File: src/rtl/serial_pkg.sv
// rtl/serial_pkg.sv - shared state encoding and default width for the bit-serial adder controller
package serial_pkg;

    localparam int DEFAULT_WIDTH = 4;

    typedef enum logic [1:0] {
        ST_IDLE = 2'd0,
        ST_RUN  = 2'd1,
        ST_DONE = 2'd2
    } state_e;

endpackage

File: src/rtl/serial_add_ctrl_if.sv
// rtl/serial_add_ctrl_if.sv - request/result bundle between a requesting FSM and serial_add_ctrl
//   master: start, a, b, cin, sub -> ; <- busy, done, sum, cout, ovf
//   slave : mirror of master
interface serial_add_ctrl_if
    import serial_pkg::*;
#(
    parameter int WIDTH = DEFAULT_WIDTH
);
    logic             start;
    logic [WIDTH-1:0] a;
    logic [WIDTH-1:0] b;
    logic             cin;
    logic             sub;
    logic             busy;
    logic             done;
    logic [WIDTH-1:0] sum;
    logic             cout;
    logic             ovf;

    modport master (
        output start, a, b, cin, sub,
        input  busy, done, sum, cout, ovf
    );

    modport slave (
        input  start, a, b, cin, sub,
        output busy, done, sum, cout, ovf
    );
endinterface

File: src/rtl/serial_fa_bit.sv
// rtl/serial_fa_bit.sv - one-bit full adder with carry flop and previous-carry flop
//   Clk, Rst_n       : clock, async active-low reset
//   load, load_val   : preset carry before a new operation
//   en               : advance carry by one bit position
//   a, b -> s        : combinational sum bit using carry_q
//   carry_q          : running carry (final carry out once the last bit is done)
//   carry_in_q       : carry value before the most recent update (carry into MSB after the last bit)
module serial_fa_bit (
    input  logic Clk,
    input  logic Rst_n,
    input  logic load,
    input  logic load_val,
    input  logic en,
    input  logic a,
    input  logic b,
    output logic s,
    output logic carry_q,
    output logic carry_in_q
);
    logic carry_d;

    assign s       = a ^ b ^ carry_q;
    assign carry_d = (a & b) | (a & carry_q) | (b & carry_q);

    always_ff @(posedge Clk or negedge Rst_n) begin
        if (!Rst_n) begin
            carry_q    <= 1'b0;
            carry_in_q <= 1'b0;
        end else if (load) begin
            carry_q    <= load_val;
            carry_in_q <= load_val;
        end else if (en) begin
            carry_in_q <= carry_q;
            carry_q    <= carry_d;
        end
    end
endmodule

File: src/rtl/serial_add_ctrl.sv
// rtl/serial_add_ctrl.sv - sequencing controller for LSB-first bit-serial add/subtract
//   Clk, Rst_n : clock, async active-low reset
//   bus (slave): start/a/b/cin/sub request in; busy/done/sum/cout/ovf result out
module serial_add_ctrl
    import serial_pkg::*;
#(
    parameter int WIDTH = DEFAULT_WIDTH
) (
    input  logic               Clk,
    input  logic               Rst_n,
    serial_add_ctrl_if.slave   bus
);
    localparam int CNT_W = $clog2(WIDTH);
    localparam logic [CNT_W-1:0] CNT_LAST = CNT_W'(WIDTH - 1);

    state_e           state_q, state_d;
    logic [CNT_W-1:0] cnt_q, cnt_d;
    logic [WIDTH-1:0] a_q, a_d;
    logic [WIDTH-1:0] b_q, b_d;
    logic [WIDTH-1:0] sum_q, sum_d;
    logic             fa_load, fa_load_val, fa_en;
    logic             fa_s, carry_q, carry_in_q;

    serial_fa_bit u_fa (
        .Clk        (Clk),
        .Rst_n      (Rst_n),
        .load       (fa_load),
        .load_val   (fa_load_val),
        .en         (fa_en),
        .a          (a_q[0]),
        .b          (b_q[0]),
        .s          (fa_s),
        .carry_q    (carry_q),
        .carry_in_q (carry_in_q)
    );

    always_ff @(posedge Clk or negedge Rst_n) begin
        if (!Rst_n) begin
            state_q <= ST_IDLE;
            cnt_q   <= '0;
            a_q     <= '0;
            b_q     <= '0;
            sum_q   <= '0;
        end else begin
            state_q <= state_d;
            cnt_q   <= cnt_d;
            a_q     <= a_d;
            b_q     <= b_d;
            sum_q   <= sum_d;
        end
    end

    always_comb begin
        state_d     = state_q;
        cnt_d       = cnt_q;
        a_d         = a_q;
        b_d         = b_q;
        sum_d       = sum_q;
        fa_load     = 1'b0;
        fa_en       = 1'b0;
        // Subtract is A + ~B + 1: the +1 rides in on the preset carry.
        fa_load_val = bus.sub ? 1'b1 : bus.cin;

        case (state_q)
            ST_IDLE, ST_DONE: begin
                if (bus.start) begin
                    fa_load = 1'b1;
                    a_d     = bus.a;
                    b_d     = bus.b ^ {WIDTH{bus.sub}};
                    cnt_d   = '0;
                    state_d = ST_RUN;
                end else begin
                    state_d = ST_IDLE;
                end
            end
            ST_RUN: begin
                fa_en = 1'b1;
                // Sum fills from the MSB side so bit 0 lands in place after WIDTH shifts.
                sum_d = {fa_s, sum_q[WIDTH-1:1]};
                a_d   = a_q >> 1;
                b_d   = b_q >> 1;
                cnt_d = cnt_q + 1'b1;
                if (cnt_q == CNT_LAST) begin
                    state_d = ST_DONE;
                end
            end
            default: state_d = ST_IDLE;
        endcase
    end

    assign bus.busy = (state_q == ST_RUN);
    assign bus.done = (state_q == ST_DONE);
    assign bus.sum  = sum_q;
    // Carry flops freeze outside RUN, so these hold from Done until the next accepted Start.
    assign bus.cout = carry_q;
    assign bus.ovf  = carry_q ^ carry_in_q;
endmodule
File: src/flat_wrapper.sv
// flat-port wrapper written by rule: the top's interface ports become plain ports
module serial_add_ctrl_flat import serial_pkg::*;
#(
    parameter int WIDTH = DEFAULT_WIDTH
)
  (Clk, Rst_n, bus_start, bus_a, bus_b, bus_cin, bus_sub, bus_busy, bus_done, bus_sum, bus_cout, bus_ovf);
  serial_add_ctrl_if #(.WIDTH(WIDTH)) bus_i ();
  input  logic Clk;
  input  logic Rst_n;
  input wire logic [$bits(bus_i.start)-1:0] bus_start;
  input wire logic [$bits(bus_i.a)-1:0] bus_a;
  input wire logic [$bits(bus_i.b)-1:0] bus_b;
  input wire logic [$bits(bus_i.cin)-1:0] bus_cin;
  input wire logic [$bits(bus_i.sub)-1:0] bus_sub;
  output wire logic [$bits(bus_i.busy)-1:0] bus_busy;
  output wire logic [$bits(bus_i.done)-1:0] bus_done;
  output wire logic [$bits(bus_i.sum)-1:0] bus_sum;
  output wire logic [$bits(bus_i.cout)-1:0] bus_cout;
  output wire logic [$bits(bus_i.ovf)-1:0] bus_ovf;
  assign bus_i.start = bus_start;
  assign bus_i.a = bus_a;
  assign bus_i.b = bus_b;
  assign bus_i.cin = bus_cin;
  assign bus_i.sub = bus_sub;
  assign bus_busy = bus_i.busy;
  assign bus_done = bus_i.done;
  assign bus_sum = bus_i.sum;
  assign bus_cout = bus_i.cout;
  assign bus_ovf = bus_i.ovf;
  serial_add_ctrl #(.WIDTH(WIDTH)) u_core (.Clk(Clk), .Rst_n(Rst_n), .bus(bus_i));
endmodule
File: config.mk
export PLATFORM = sky130hd
export DESIGN_NAME = serial_add_ctrl_flat
export DESIGN_NICKNAME = d
export VERILOG_FILES = /design/src/rtl/serial_pkg.sv /design/src/rtl/serial_add_ctrl_if.sv /design/src/rtl/serial_fa_bit.sv /design/src/rtl/serial_add_ctrl.sv /design/src/flat_wrapper.sv
export SDC_FILE = /design/constraint.sdc
export NUM_CORES = 1
export LEC_CHECK = 0
export ABC_AREA = 1
export CAP_MARGIN = 10
export CORE_ASPECT_RATIO = 1.1
export CORE_MARGIN = 4
export CORE_UTILIZATION = 45
export DETAILED_ROUTE_END_ITERATION = 8
export PLACE_DENSITY = 0.73
export SLEW_MARGIN = 20
export SYNTH_ARGS = -nofsm -noshare
export SYNTH_HDL_FRONTEND = slang
export SYNTH_SLANG_ARGS = --single-unit
File: constraint.sdc
create_clock -name Clk -period 1.3 [get_ports Clk]
set_input_delay 0.39 -clock Clk [delete_from_list [all_inputs] [get_ports Clk]]
set_output_delay 0.39 -clock Clk [all_outputs]
set_load 0.02 [all_outputs]
==> metrics.md <==
| Metric | Value |
|---|---|
| Fin crit period | around 1.4 ns |
| CTS max path bufs | 2 |
| Global Route met3 Usage | between 2 and 3% |
| Starting DRT DRC Count | 13 |
| Worst R2R Start | u_core.u_fa.carry_q |
| GRT overflow | 0 |
| DP Worst Slack | -0.239 ns |
| Power Dens Cells | around 2400 nW/um^2 |
| Slew Limit Fails | 0 |
| FP Rows | 16 |
| Async SR Flop Fraction | 100% |
| Synth top cells by count | nand2_1, nand3_1, dfrtp_1, inv_1, nor2_1 |
| Crit-path max cell delay | approximately 0.42 ns |
| Unrepaired setup endpoints after global routing | true |
| Wirelength per Cell | 10.8 um |
| Die footprint | between 2000 and 3000 sq um |
| Status | complete, but fails checks |
| Vias in the first global route | 773 |
| Met2 usage | ~30% |
| CP required | 0.91 ns |
| Layout Nets | 162 |
| Flip-flop and latch area | 450 sq um |
| Die Width | between 50 and 60 um |
| Inserted Diodes | 0 |
| Vias post-DR | between 800 and 900 |
| Internal Power | 0.00180 W |
| Number of port buffers | 20 |
| Number of synthesized flops with an enable pin | 0 |
| Post-synth top area cell | dfrtp_1 |
| Multi-input logic area | between 300 and 400 sq um |
| CP max FO | 2 |
| I/O pins | 21 |
| Initial antenna violation count | 0 |
| Reg clk slew, reported paths | 0.10 ns |
| Sequential share of power | 32.7% |
| Starting Density | 48.6% |
| CTS sink cnt | 18 |
| Setup ws final | -0.118 ns |
| Worst-Skew Late Latency | 0.30 ns |
| Share of the yosys chip area belonging to registers | 50.8% |
| Hold_ws | 0.402 ns |
| Fmax | 705 MHz |
| Failing checks | negative setup slack |
| First-pass GRT wire length | 3240 um |
| Worst Tran Pin Value | approximately 0.23 ns |
| Hold Vio Cnt, Final | 0 |
| Number of remaining DRC errors | 0 |
| Count of cell types in the netlist | 19 |
| Hold Crit Class | primary input to asynchronous set/reset pin |
| Share of the synthesized area in the top cell type | between 50 and 60% |
| Grt met1 use | a little under a fifth |
| Setup CP Type | flip-flop to primary output |
| Gpl congestion | between 0.7 and 0.8 |
| Final worst-path cycle share | 109% |
| Sw Share | 41.5% |
| Startpoint types | flip-flop |
| Synth Register Bits | 18 |
| Synth Warn # | 0 |
| Critical Path AT | a little over 1 ns |
| Synth area leaders | dfrtp_1, nand2_1, nand3_1 |
| H-tree levels | 1 |
| Reg2reg setup slack | -0.11 ns |
| Routed WL | 1860 um |
| CP Cell Sequence | xor2_2 > buf_6 |
| Max-cap viol count | 0 |
| Worst vdd ir | 1420 uV |
| Main synth FF type | dfrtp_1 |
| Worst R2R End | u_core.bus.sum[3] |
| Top-count cell post-synth | nand2_1 |
| Slowest-stage cell, CP | dfrtp_1 |
| Cell count after synthesis | 107 |
| Top Usage Layer GRT | met2 |
| Layout cell share with drive strength beyond 1 | 28.1% |
| Syn-to-layout area delta | 42.8% |
| All-layer global routing usage | about 16% |
| Filler Cells Inserted | 145 |
| Routed Antenna Nets | 0 |
| Clk_skew | 0.00182 ns |
| Synth Cell Area | 886 sq um |
| Clock buffer count from CTS | 3 |
| Comb power frac | 55.9% |
| Clk pwr share | 11.4% |
| Syn avg cell area | 8.28 sq um |
| Largest net degree at the start of global routing | 19 |
| Syn nets | 122 |
| Detailed placement HPWL | between 1000 and 1500 um |
| CP endpoint kind | primary output |
| Leakage | about 0.67 nW |
| Slew HR | 84.6% |
| Final setup violation count | 6 |
| Cells on worst reg2reg path | 5 |
| TritonCTS clock tree | done |
| Core Area | 1820 sq um |
| Vias per cell | 4.73 |
| Die Y | 54.5 um |
| P_sw | 0.00127 W |
| CTS root buffer | clkbuf_4 |
| DR pass1 iterations | 4 |
critical path, delay by kind of cell (launching register included):
| kind | cells | cell delay (ns) |
|---|---|---|
| buf+inv | 1 | 0.13 |
| flops | 1 | 0.42 |
| xor+xnor | 1 | 0.18 |
state kept, by name, summed over array words and instances, names as in the netlist:
name,count
u_core.u_fa.carry_in_q,1
u_core.b_q,4
u_core.u_fa.carry_q,1
u_core.state_q,2
u_core.cnt_q,2
u_core.a_q,4
u_core.bus.sum,4
what timing repair did:
| action | 4_1_cts | 5_1_grt |
|---|---|---|
| gates resized for setup | 38 | 6 |
| buffers inserted | 3 | 0 |
| endpoints found under the setup margin | 8 | 9 |
| hold buffers | 0 | 0 |
| pin swaps | 0 | 1 |
cell usage in the layout (no fill, tap or decap), types with 4 or more instances in the layout:
cell type	synthesis	routed
buf_4	1	17
dfrtp_1	18	18
inv_1	10	9
nand3_1	19	19
clkdlybuf4s50_1	0	12
nand2_1	38	38
buf_6	1	4
buf_2	0	4
kinds of logic (layout without fill, tap and decap cells):
| group | count (synthesis) | after routing | synth area share (%) |
|---|---|---|---|
| compound gates | 4 | 4 | 2.26 |
| simple gates | 66 | 66 | 33.6 |
| buf+inv | 15 | 54 | 7.63 |
| flops | 18 | 18 | 50.8 |
| fa+ha+maj | 2 | 2 | 3.67 |
| xor+xnor | 2 | 2 | 1.98 |
final cells by class:
cell class                 count  area share [%]
sequential                    18            35.6
multi-input combinational     74            30.1
timing repair buffer          37            24.7
inverter                      13            4.06
clock buffer                   4            2.87
tap                           27            2.67
worst max path at each step:
stage,from,end,slack [ns],depth (start not counted)
after floorplan,u_core.u_fa.carry_q,u_core.bus.sum[3],0.08,3
after global placement,u_core.u_fa.carry_in_q,bus_ovf,-0.23,2
after detailed placement,u_core.state_q[1],bus_done,-0.24,3
after CTS,u_core.u_fa.carry_in_q,bus_ovf,-0.14,2
after global routing,u_core.u_fa.carry_in_q,bus_ovf,-0.16,2
final,u_core.u_fa.carry_in_q,bus_ovf,-0.12,2
per-stage QoR:
stage | TNS (ns) | total power [W] | util [%] | cells | area [sq um]
after floorplan | 0 | 0.00196 | - | 107 | 893
after global placement | -2.29 | 0.00260 | 66.6 | 166 | 1210
after detailed placement | -2.43 | 0.00266 | 66.6 | 166 | 1210
after CTS | -0.552 | 0.00302 | 68.6 | 173 | 1250
after global routing | -0.798 | 0.00333 | 69.4 | 173 | 1260
final | -0.502 | 0.00307 | 69.4 | 173 | 1260
routing by layer:
layer / wire length, um / up-vias / part of all wire [%]
met2: 939 / 23 / 50
met4: 45 / 0 / 2.4
met3: 101 / 5 / 5.4
met5: 0 / - / 0
met1: 777 / 380 / 42
li1: - / 411 / -
power groups by stage:
stage	clock, W	combinational (W)	sequential [W]
detailed placement	0	0.00165	0.00101
CTS	0.000361	0.00167	0.000995
global placement	0	0.00161	0.00100
global route	0.000379	0.00192	0.00103
finish	0.000351	0.00171	0.00100
floorplan	0	0.000864	0.00110
(Power assumes the default switching activity.)
